$ cat src/rtl/raster_pkg.sv
// Shared rasterizer types and screen constants for the bounding-box scan scheduler.
package raster_pkg;

   localparam int CW    = 12;   // signed input coordinate width
   localparam int SCR_W = 640;  // screen width in pixels
   localparam int SCR_H = 480;  // screen height in pixels
   localparam int ID_W  = 8;    // triangle tag width
   localparam int XW    = 10;   // fragment x width
   localparam int YW    = 9;    // fragment y width

   typedef logic signed [CW-1:0] coord_t;
   typedef logic        [XW-1:0] px_x_t;
   typedef logic        [YW-1:0] px_y_t;

   typedef enum logic [1:0] {
      IDLE  = 2'd0,
      CLAMP = 2'd1,
      SCAN  = 2'd2
   } state_e;

endpackage

$ cat src/rtl/bbox_clamp.sv
// Clamps a signed bounding box to the screen on both axes in parallel and
// flags boxes that are empty after clamping (inverted or fully off-screen).
module bbox_clamp #(
   parameter int CW    = 12,
   parameter int SCR_W = 640,
   parameter int SCR_H = 480,
   parameter int XW    = 10,
   parameter int YW    = 9
) (
   input  logic signed [CW-1:0] min_x_i,
   input  logic signed [CW-1:0] max_x_i,
   input  logic signed [CW-1:0] min_y_i,
   input  logic signed [CW-1:0] max_y_i,
   output logic        [XW-1:0] cmin_x_o,
   output logic        [XW-1:0] cmax_x_o,
   output logic        [YW-1:0] cmin_y_o,
   output logic        [YW-1:0] cmax_y_o,
   output logic                 empty_o
);

   localparam logic signed [CW-1:0] XMAX = CW'(SCR_W - 1);
   localparam logic signed [CW-1:0] YMAX = CW'(SCR_H - 1);

   logic signed [CW-1:0] lo_x, hi_x, lo_y, hi_y;

   // Per-axis clamp in full signed width; only a non-empty result is narrowed,
   // where the clamp guarantees it fits the pixel widths.
   always_comb begin
      lo_x     = min_x_i[CW-1] ? '0 : min_x_i;
      lo_y     = min_y_i[CW-1] ? '0 : min_y_i;
      hi_x     = (max_x_i > XMAX) ? XMAX : max_x_i;
      hi_y     = (max_y_i > YMAX) ? YMAX : max_y_i;
      empty_o  = (lo_x > hi_x) || (lo_y > hi_y);
      cmin_x_o = XW'(lo_x);
      cmax_x_o = XW'(hi_x);
      cmin_y_o = YW'(lo_y);
      cmax_y_o = YW'(hi_y);
   end

endmodule

$ cat src/rtl/bbox_scan_sched.sv
// Accepts one bounding box at a time, clamps it to the screen, drops empty
// boxes and walks the rest row-major, one fragment per downstream handshake.
module bbox_scan_sched #(
   parameter int CW    = raster_pkg::CW,
   parameter int SCR_W = raster_pkg::SCR_W,
   parameter int SCR_H = raster_pkg::SCR_H,
   parameter int ID_W  = raster_pkg::ID_W,
   parameter int XW    = raster_pkg::XW,
   parameter int YW    = raster_pkg::YW
) (
   input  logic                 clk,
   input  logic                 rst,
   input  logic                 in_valid,
   output logic                 in_ready,
   input  logic signed [CW-1:0] in_min_x,
   input  logic signed [CW-1:0] in_max_x,
   input  logic signed [CW-1:0] in_min_y,
   input  logic signed [CW-1:0] in_max_y,
   input  logic [ID_W-1:0]      in_id,
   output logic                 out_valid,
   input  logic                 out_ready,
   output logic [XW-1:0]        out_x,
   output logic [YW-1:0]        out_y,
   output logic [ID_W-1:0]      out_id,
   output logic                 out_first,
   output logic                 out_last,
   output logic                 busy,
   output logic [15:0]          drop_cnt
);

   import raster_pkg::*;

   state_e               state_q;
   logic signed [CW-1:0] min_x_q, max_x_q, min_y_q, max_y_q;
   logic [ID_W-1:0]      id_q;
   logic [XW-1:0]        cmin_x_q, cmax_x_q, cur_x_q, cur_x_d;
   logic [YW-1:0]        cmin_y_q, cmax_y_q, cur_y_q, cur_y_d;
   logic                 in_ready_q, out_valid_q, first_q, last_q, busy_q;
   logic [15:0]          drop_q;
   logic                 done_d;

   logic [XW-1:0]        c_min_x, c_max_x;
   logic [YW-1:0]        c_min_y, c_max_y;
   logic                 c_empty;

   bbox_clamp #(
      .CW(CW), .SCR_W(SCR_W), .SCR_H(SCR_H), .XW(XW), .YW(YW)
   ) u_clamp (
      .min_x_i (min_x_q),
      .max_x_i (max_x_q),
      .min_y_i (min_y_q),
      .max_y_i (max_y_q),
      .cmin_x_o(c_min_x),
      .cmax_x_o(c_max_x),
      .cmin_y_o(c_min_y),
      .cmax_y_o(c_max_y),
      .empty_o (c_empty)
   );

   // Next raster position: step along the row, wrap to the next row, or finish.
   always_comb begin
      cur_x_d = cur_x_q;
      cur_y_d = cur_y_q;
      done_d  = 1'b0;
      if (cur_x_q < cmax_x_q) begin
         cur_x_d = cur_x_q + XW'(1);
      end else if (cur_y_q < cmax_y_q) begin
         cur_x_d = cmin_x_q;
         cur_y_d = cur_y_q + YW'(1);
      end else begin
         done_d = 1'b1;
      end
   end

   // Scheduler FSM; every output is a flop so nothing changes during a stall.
   always_ff @(posedge clk) begin
      if (rst) begin
         state_q     <= IDLE;
         in_ready_q  <= 1'b1;
         out_valid_q <= 1'b0;
         first_q     <= 1'b0;
         last_q      <= 1'b0;
         busy_q      <= 1'b0;
         drop_q      <= '0;
         min_x_q     <= '0;
         max_x_q     <= '0;
         min_y_q     <= '0;
         max_y_q     <= '0;
         id_q        <= '0;
         cmin_x_q    <= '0;
         cmax_x_q    <= '0;
         cmin_y_q    <= '0;
         cmax_y_q    <= '0;
         cur_x_q     <= '0;
         cur_y_q     <= '0;
      end else begin
         case (state_q)
            IDLE: begin
               if (in_valid) begin
                  min_x_q    <= in_min_x;
                  max_x_q    <= in_max_x;
                  min_y_q    <= in_min_y;
                  max_y_q    <= in_max_y;
                  id_q       <= in_id;
                  in_ready_q <= 1'b0;
                  busy_q     <= 1'b1;
                  state_q    <= CLAMP;
               end
            end
            CLAMP: begin
               if (c_empty) begin
                  if (drop_q != 16'hFFFF) drop_q <= drop_q + 16'd1;
                  in_ready_q <= 1'b1;
                  busy_q     <= 1'b0;
                  state_q    <= IDLE;
               end else begin
                  cmin_x_q    <= c_min_x;
                  cmax_x_q    <= c_max_x;
                  cmin_y_q    <= c_min_y;
                  cmax_y_q    <= c_max_y;
                  cur_x_q     <= c_min_x;
                  cur_y_q     <= c_min_y;
                  out_valid_q <= 1'b1;
                  first_q     <= 1'b1;
                  last_q      <= (c_min_x == c_max_x) && (c_min_y == c_max_y);
                  state_q     <= SCAN;
               end
            end
            SCAN: begin
               if (out_ready) begin
                  if (done_d) begin
                     out_valid_q <= 1'b0;
                     first_q     <= 1'b0;
                     last_q      <= 1'b0;
                     in_ready_q  <= 1'b1;
                     busy_q      <= 1'b0;
                     state_q     <= IDLE;
                  end else begin
                     cur_x_q <= cur_x_d;
                     cur_y_q <= cur_y_d;
                     first_q <= 1'b0;
                     last_q  <= (cur_x_d == cmax_x_q) && (cur_y_d == cmax_y_q);
                  end
               end
            end
            default: begin
               out_valid_q <= 1'b0;
               in_ready_q  <= 1'b1;
               busy_q      <= 1'b0;
               state_q     <= IDLE;
            end
         endcase
      end
   end

   assign in_ready  = in_ready_q;
   assign out_valid = out_valid_q;
   assign out_x     = cur_x_q;
   assign out_y     = cur_y_q;
   assign out_id    = id_q;
   assign out_first = first_q;
   assign out_last  = last_q;
   assign busy      = busy_q;
   assign drop_cnt  = drop_q;

endmodule

$ cat config.mk
export PLATFORM = sky130hd
export DESIGN_NAME = bbox_scan_sched
export DESIGN_NICKNAME = d
export VERILOG_FILES = /design/src/rtl/raster_pkg.sv /design/src/rtl/bbox_clamp.sv /design/src/rtl/bbox_scan_sched.sv
export SDC_FILE = /design/constraint.sdc
export NUM_CORES = 1
export LEC_CHECK = 0
export ABC_AREA = 1
export BUFFER_PORTS_ARGS = -buffer_cell sky130_fd_sc_hd__buf_2
export CAP_MARGIN = 10
export CORE_ASPECT_RATIO = 0.7
export CORE_MARGIN = 4
export CORE_UTILIZATION = 58
export CTS_CLUSTER_DIAMETER = 30
export CTS_CLUSTER_SIZE = 24
export DETAILED_ROUTE_END_ITERATION = 10
export GPL_TIMING_DRIVEN = 0
export PLACE_DENSITY_LB_ADDON = 0.15
export SETUP_SLACK_MARGIN = 0.3
export SLEW_MARGIN = 20
export SYNTH_ARGS = -nofsm -noshare
export SYNTH_HDL_FRONTEND = slang
export SYNTH_SLANG_ARGS = --single-unit
$ cat constraint.sdc
create_clock -name clk -period 2.85 [get_ports clk]
set_input_delay 0.57 -clock clk [delete_from_list [all_inputs] [get_ports clk]]
set_output_delay 0.57 -clock clk [all_outputs]
set_load 0.02 [all_outputs]
After elaboration in Yosys (flattened, before gate mapping)
Index checks and enable logic that the tools add are counted.
Widths: inputs -> output; s select.
Cells by class
  reduce and logical (&&, ||, !) cells: 13
  muxes and demuxes: 41
  eq/ne operators: 13
  bitwise logic cells: 2
  add/subtract/negate cells: 3
  magnitude comparators: 6
Operators with widths (count)
  $mux 10: 5
  $mux 9: 5
  $gt 12x12->1: 2
  $mux 12: 2
  $mux 11: 2
  $eq 10x10->1: 2
  $pmux 10 s2: 1
  $eq 9x9->1: 2
  $pmux 9 s2: 1
  $add 16x1->16 const B: 1
  $ne 16x16->1 const B: 1
  $mux 1: 15
  $gt 12x10->1 const B: 1
  $gt 12x11->1 const B: 1
  $ne 2x2->1 const B: 6
  $reduce_and 4->1: 3
  $add 10x1->10 const B: 1
  $lt 10x10->1: 1
  $add 9x1->9 const B: 1
  $lt 9x9->1: 1
  $pmux 1 s3: 3
  $reduce_and 3->1: 3
  $mux 2: 4
  $pmux 2 s3: 1
  9 further kinds: 13
Word-level totals
  input port bits: 60
  register bits: 127
  logic and storage cells: 95
  output and inout port bits: 48

Logic depth before layout (Yosys ltp)
  depth after elaboration: 8
  mapped depth: 22
  gate-level depth less buffers: 21

Modules after synthesis
From an unflattened synthesis, not the netlist that was laid out.
Second synthesis, totals
  cells, all modules: 1155
  area, all modules: 7613.6 sq um
Modules (own cells, without submodules)
  bbox_scan_sched: area each 6675.2 sq um, cells each 970, times used 1, seq. area each 2542.4 sq um
  bbox_clamp: area each 938.4 sq um, cells each 185, times used 1, seq. area each 0.0 sq um

Worst setup path before layout
Ideal clock, no wire load.
  path type: register to register
  from: register max_y_q[6]
  to: register cur_y_q[2] (netlist: out_y[2])
  stages on the path, launching flop included: 22
  required time: 2.734 ns
  arrival: 2.243 ns
  buffers on the path: 1
  period minus slack after synthesis: 2.359 ns
  setup slack: 0.491 ns
  cell sequence: dfxtp_1 nand2_1 o21ai_1 nand2_2 inv_1 nor2_1 ha_1 inv_1 nor2_1 o21ai_0 nand2_1 nand3_1 nand2_1 nand2_1 nand2_1 nand2_2 nand3_4 nand2_8 inv_4 buf_6 nor2_2 nor2_1
Between the ends
  cells in the longest elaborated chain, start to end: 6
RTL lines
  start, declared: line bbox_scan_sched.sv:34  | logic signed [CW-1:0] min_x_q, max_x_q, min_y_q, max_y_q;
  start signal, assigned: line bbox_scan_sched.sv:103  | max_y_q <= in_max_y;
  $gt 12x10->1: line bbox_clamp.sv:32  | hi_y = (max_y_i > YMAX) ? YMAX : max_y_i;
  $mux 12 *: line bbox_clamp.sv:32
  $gt 12x12->1 *: line bbox_clamp.sv:33  | empty_o = (lo_x > hi_x) || (lo_y > hi_y);
  $logic_or 1x1->1 *: line bbox_clamp.sv:33
  $ne 2x2->1 (no line) *
  $reduce_and 4->1 (no line) *
  end signal, assigned: line bbox_scan_sched.sv:122  | cur_y_q <= c_min_y;
  end signal, assigned: line bbox_scan_sched.sv:140  | cur_y_q <= cur_y_d;
  end, declared: line bbox_scan_sched.sv:37  | logic [YW-1:0] cmin_y_q, cmax_y_q, cur_y_q, cur_y_d;
Mark *: on every way between the ends. The rest lies on a longest branch, timed or not.
A chain may end at the register's enable or synchronous reset.

Final worst setup path
  from: register max_x_q[8]
  to: register cur_y_q[7] (netlist: out_y[7])
Between the ends
  cells in the longest elaborated chain, start to end: 6
RTL lines
  start, declared: line bbox_scan_sched.sv:34
  start signal, assigned: line bbox_scan_sched.sv:101  | max_x_q <= in_max_x;
  $gt 12x11->1: line bbox_clamp.sv:31  | hi_x = (max_x_i > XMAX) ? XMAX : max_x_i;
  $mux 12 *: line bbox_clamp.sv:31
  $gt 12x12->1 *: line bbox_clamp.sv:33
  $logic_or 1x1->1 *: line bbox_clamp.sv:33
  $ne 2x2->1 (no line) *
  $reduce_and 4->1 (no line) *
Marked as above.

==> results.tsv <==
stage	metric	value	unit
setup_path	crit_type	reg -> reg	
setup_path	crit_path_start_kind	register	
timing	slew_headroom	0.446	
logic_synthesis	synth_enable_flop_cells	0	
timing	slew_viol_final	0	
clocking	numCtsBuffers	17	
setup_path	crit_fanout	7	
logic_synthesis	ys_seq_area_frac	0.332	
global_route	grt-ovfl-total	0	
worst_hold_path	min_path_type	in -> reg	
place	port_buffers	107	
floorplan	ios	108	
pwr	p_switching	4.76	mW
timing	holdWs	383	ps
logic_synthesis	syn_inst	1188	
clocking	hold_buffers	0	
floorplan	rows	34	
cells_and_area	fin_util	0.769	
routing	drt_iter0_markers	1045	
logic_synthesis	synthArstFlopShare	0	
routing	routed_wl	27000	microns
cells_and_area	final_nets	1449	
logic_synthesis	syn-num-nets	1287	
cells_and_area	final_cells	1525	
pwr	power_density	1030	nW/um^2
setup_path	required	3170	ps
job	maxCapViolations	0	
cells_and_area	num_antenna_cells	0	
timing	hold_viol_final	0	
logic_synthesis	synth_cell_types	38	
timing	rsz0062_at_grt	true	
cells_and_area	final_common_cell	nand2_1	
timing	fin_crit_sh	0.955	
logic_synthesis	avgSynthCellArea	6.45	sq um
pwr	p_int	5.23	mW
clocking	cts_root_buf	clkbuf_16	
routing	vias	8791	
pwr	power_frac_seq	0.218	
routing	dr.pass1.iters	11	
cells_and_area	final_cell_mix	nand2_1 (285), nor2_1 (160), inv_1 (120), buf_2 (112), dfxtp_1 (112)	
timing	layout_min_cycle_time	2720	ps
cells_and_area	drive_gt1_frac	0.224	
timing	finalClockSkew	10.5	ps
routing	ant_nets	0	
setup_path	cp.arrival	3040	ps
pwr	ir_worst_vdd	0.568	mV
floorplan	start_util	0.604	
routing	drc_errors	2	
floorplan	core	12700	sq um
logic_synthesis	yosysWarnings	0	
clocking	cts.clk_slew.worst_paths	70	ps
place	dpl.cell_count	1457	
place	pre_cts_slack	-49.0	ps
global_route	antenna_found_initial	0	
timing	worst_slew_pin_slew	831	ps
logic_synthesis	yosys_register_bits	127	
clocking	cts_tree	yes	
cells_and_area	syn2layout_area_growth	27.2	%
logic_synthesis	synth-main-ff-cell	dfxtp_1	
clocking	clkSinkCount	127	
setup_path	cp-end-kind	register	
clocking	clk_path_buf_depth	2	
routing	wl_per_cell	17.7	microns
floorplan	fp.dieW	145	microns
pwr	p_sw_frac	0.477	
routing	via_per_inst	5.76	
pwr	clock_power_share	0.226	
floorplan	die_height	104	microns
pwr	comb_power_share	0.557	
global_route	track_usage	0.343	
global_route	grt_pass1_wl	41400	microns
global_route	grt_pass1_vias	7725	
timing	fmax	367	MHz
timing	finalSetupViolations	0	
clocking	htree_levels	4	
pwr	leakage	4.68	nW
place	routabilityCongestion	1.02	
timing	fin_ws	128	ps
place	dp_hpwl	19200	microns
logic_synthesis	syn_area	7660	sq um
outcome	violations	design-rule violations	
global_route	grt_max_degree	17	
outcome	status	finished, violations left	
clocking	clk_latency	430	ps
floorplan	die_area	15100	sq um
==> final timing paths <==
check | startpoint | endpoint | slack (ps) | cells past startpoint
worst max-delay path | max_x_q[8] | out_y[7] | 130 | 21
worst min-delay path | in_min_y[7] | min_y_q[7] | 380 | 3
worst max register to register | max_x_q[8] | out_y[7] | 130 | 21
worst min register to register | min_y_q[5] | min_y_q[5] | 460 | 2
==> registers in the layout (all words and copies together), names as in the netlist <==
signal / cells
min_y_q: 12
in_ready: 1
out_x: 10
cmax_x_q: 10
busy: 1
drop_cnt: 16
state_q: 2
cmin_x_q: 10
max_x_q: 12
cmax_y_q: 9
out_last: 1
out_y: 9
out_first: 1
out_valid: 1
min_x_q: 12
out_id: 8
max_y_q: 12
==> layer usage <==
metal,global-route usage,up-vias,share of wire
met5,0,-,0
li1,-,4166,-
met2,0.488,588,0.41
met3,0.101,65,0.14
met4,0.101,0,0.026
met1,0.498,3972,0.43
==> power groups by stage <==
stage               clock network, mW  registers [mW]  logic, mW
global placement                    0            2.18       4.34
finish                           2.26            2.17       5.56
global route                     2.35            2.20       6.03
detailed placement                  0            2.19       4.39
floorplan                           0            2.24       3.09
CTS                              2.26            2.16       5.04
==> kinds of logic (layout without fill, tap and decap cells) <==
family / count (synthesis) / count (layout) / synth area share
compound gates: 189 / 189 / 0.127
xor+xnor: 21 / 21 / 0.0240
fa+ha+maj: 39 / 39 / 0.0637
buf+inv: 181 / 356 / 0.0996
flops: 127 / 127 / 0.332
simple gates: 631 / 631 / 0.354
==> synthesized netlist by cell type, drive strengths merged, types with 3 or more instances <==
cell type,count,area (sq um)
nor2,190,741
buf,21,160
inv,129,487
o21ai,102,514
a21o,3,22.5
nand4,37,231
xor2,14,123
nand3,71,395
nand2,310,1200
xnor2,7,61.3
clkbuf,30,113
ha,39,488
nor3,15,75.1
or2,3,18.8
a21oi,80,404
dfxtp,127,2540
==> per-stage QoR <==
step,instance area (sq um),power [mW],TNS [ps]
detailed placement,8400,6.58,-99.6
global placement,8400,6.52,-78.6
floorplan,7660,5.32,0
global route,9740,10.6,0
finish,9740,9.99,0
CTS,9370,9.46,0
==> timing repair <==
item                       4_1_cts  5_1_grt
setup endpoints to repair       70       70
pin swaps                       18       21
resized for setup               72       77
gates cloned                     1        3
setup buffers                   23        9
==> cell type report <==
cell class	count	area (sq um)
plain buffers	51	339
clock buffers	17	425
clock inverters	15	185
fillers	995	2930
inverters	130	507
multi-input cells	880	4670
flip-flops and latches	127	2560
well taps	162	203
repair buffers	143	858
==> worst max-delay path: stages, from the launching register on <==
cell	delay, ps
dfxtp_2	330
o21ai_2	150
nand2_2	90
nand2_4	80
clkinvlp_4	210
nor2_4	190
ha_4	210
inv_2	50
nor2_1	40
nor2_1	140
o21ai_1	70
nand2_1	60
nand2_1	50
nand2_1	50
nand2_1	50
nand2_2	100
nand3_4	180
nand2_8	170
inv_6	60
clkbuf_16	170
nor2_2	80
nor2_1	50
Note: power is estimated with default switching activity, not from simulation.
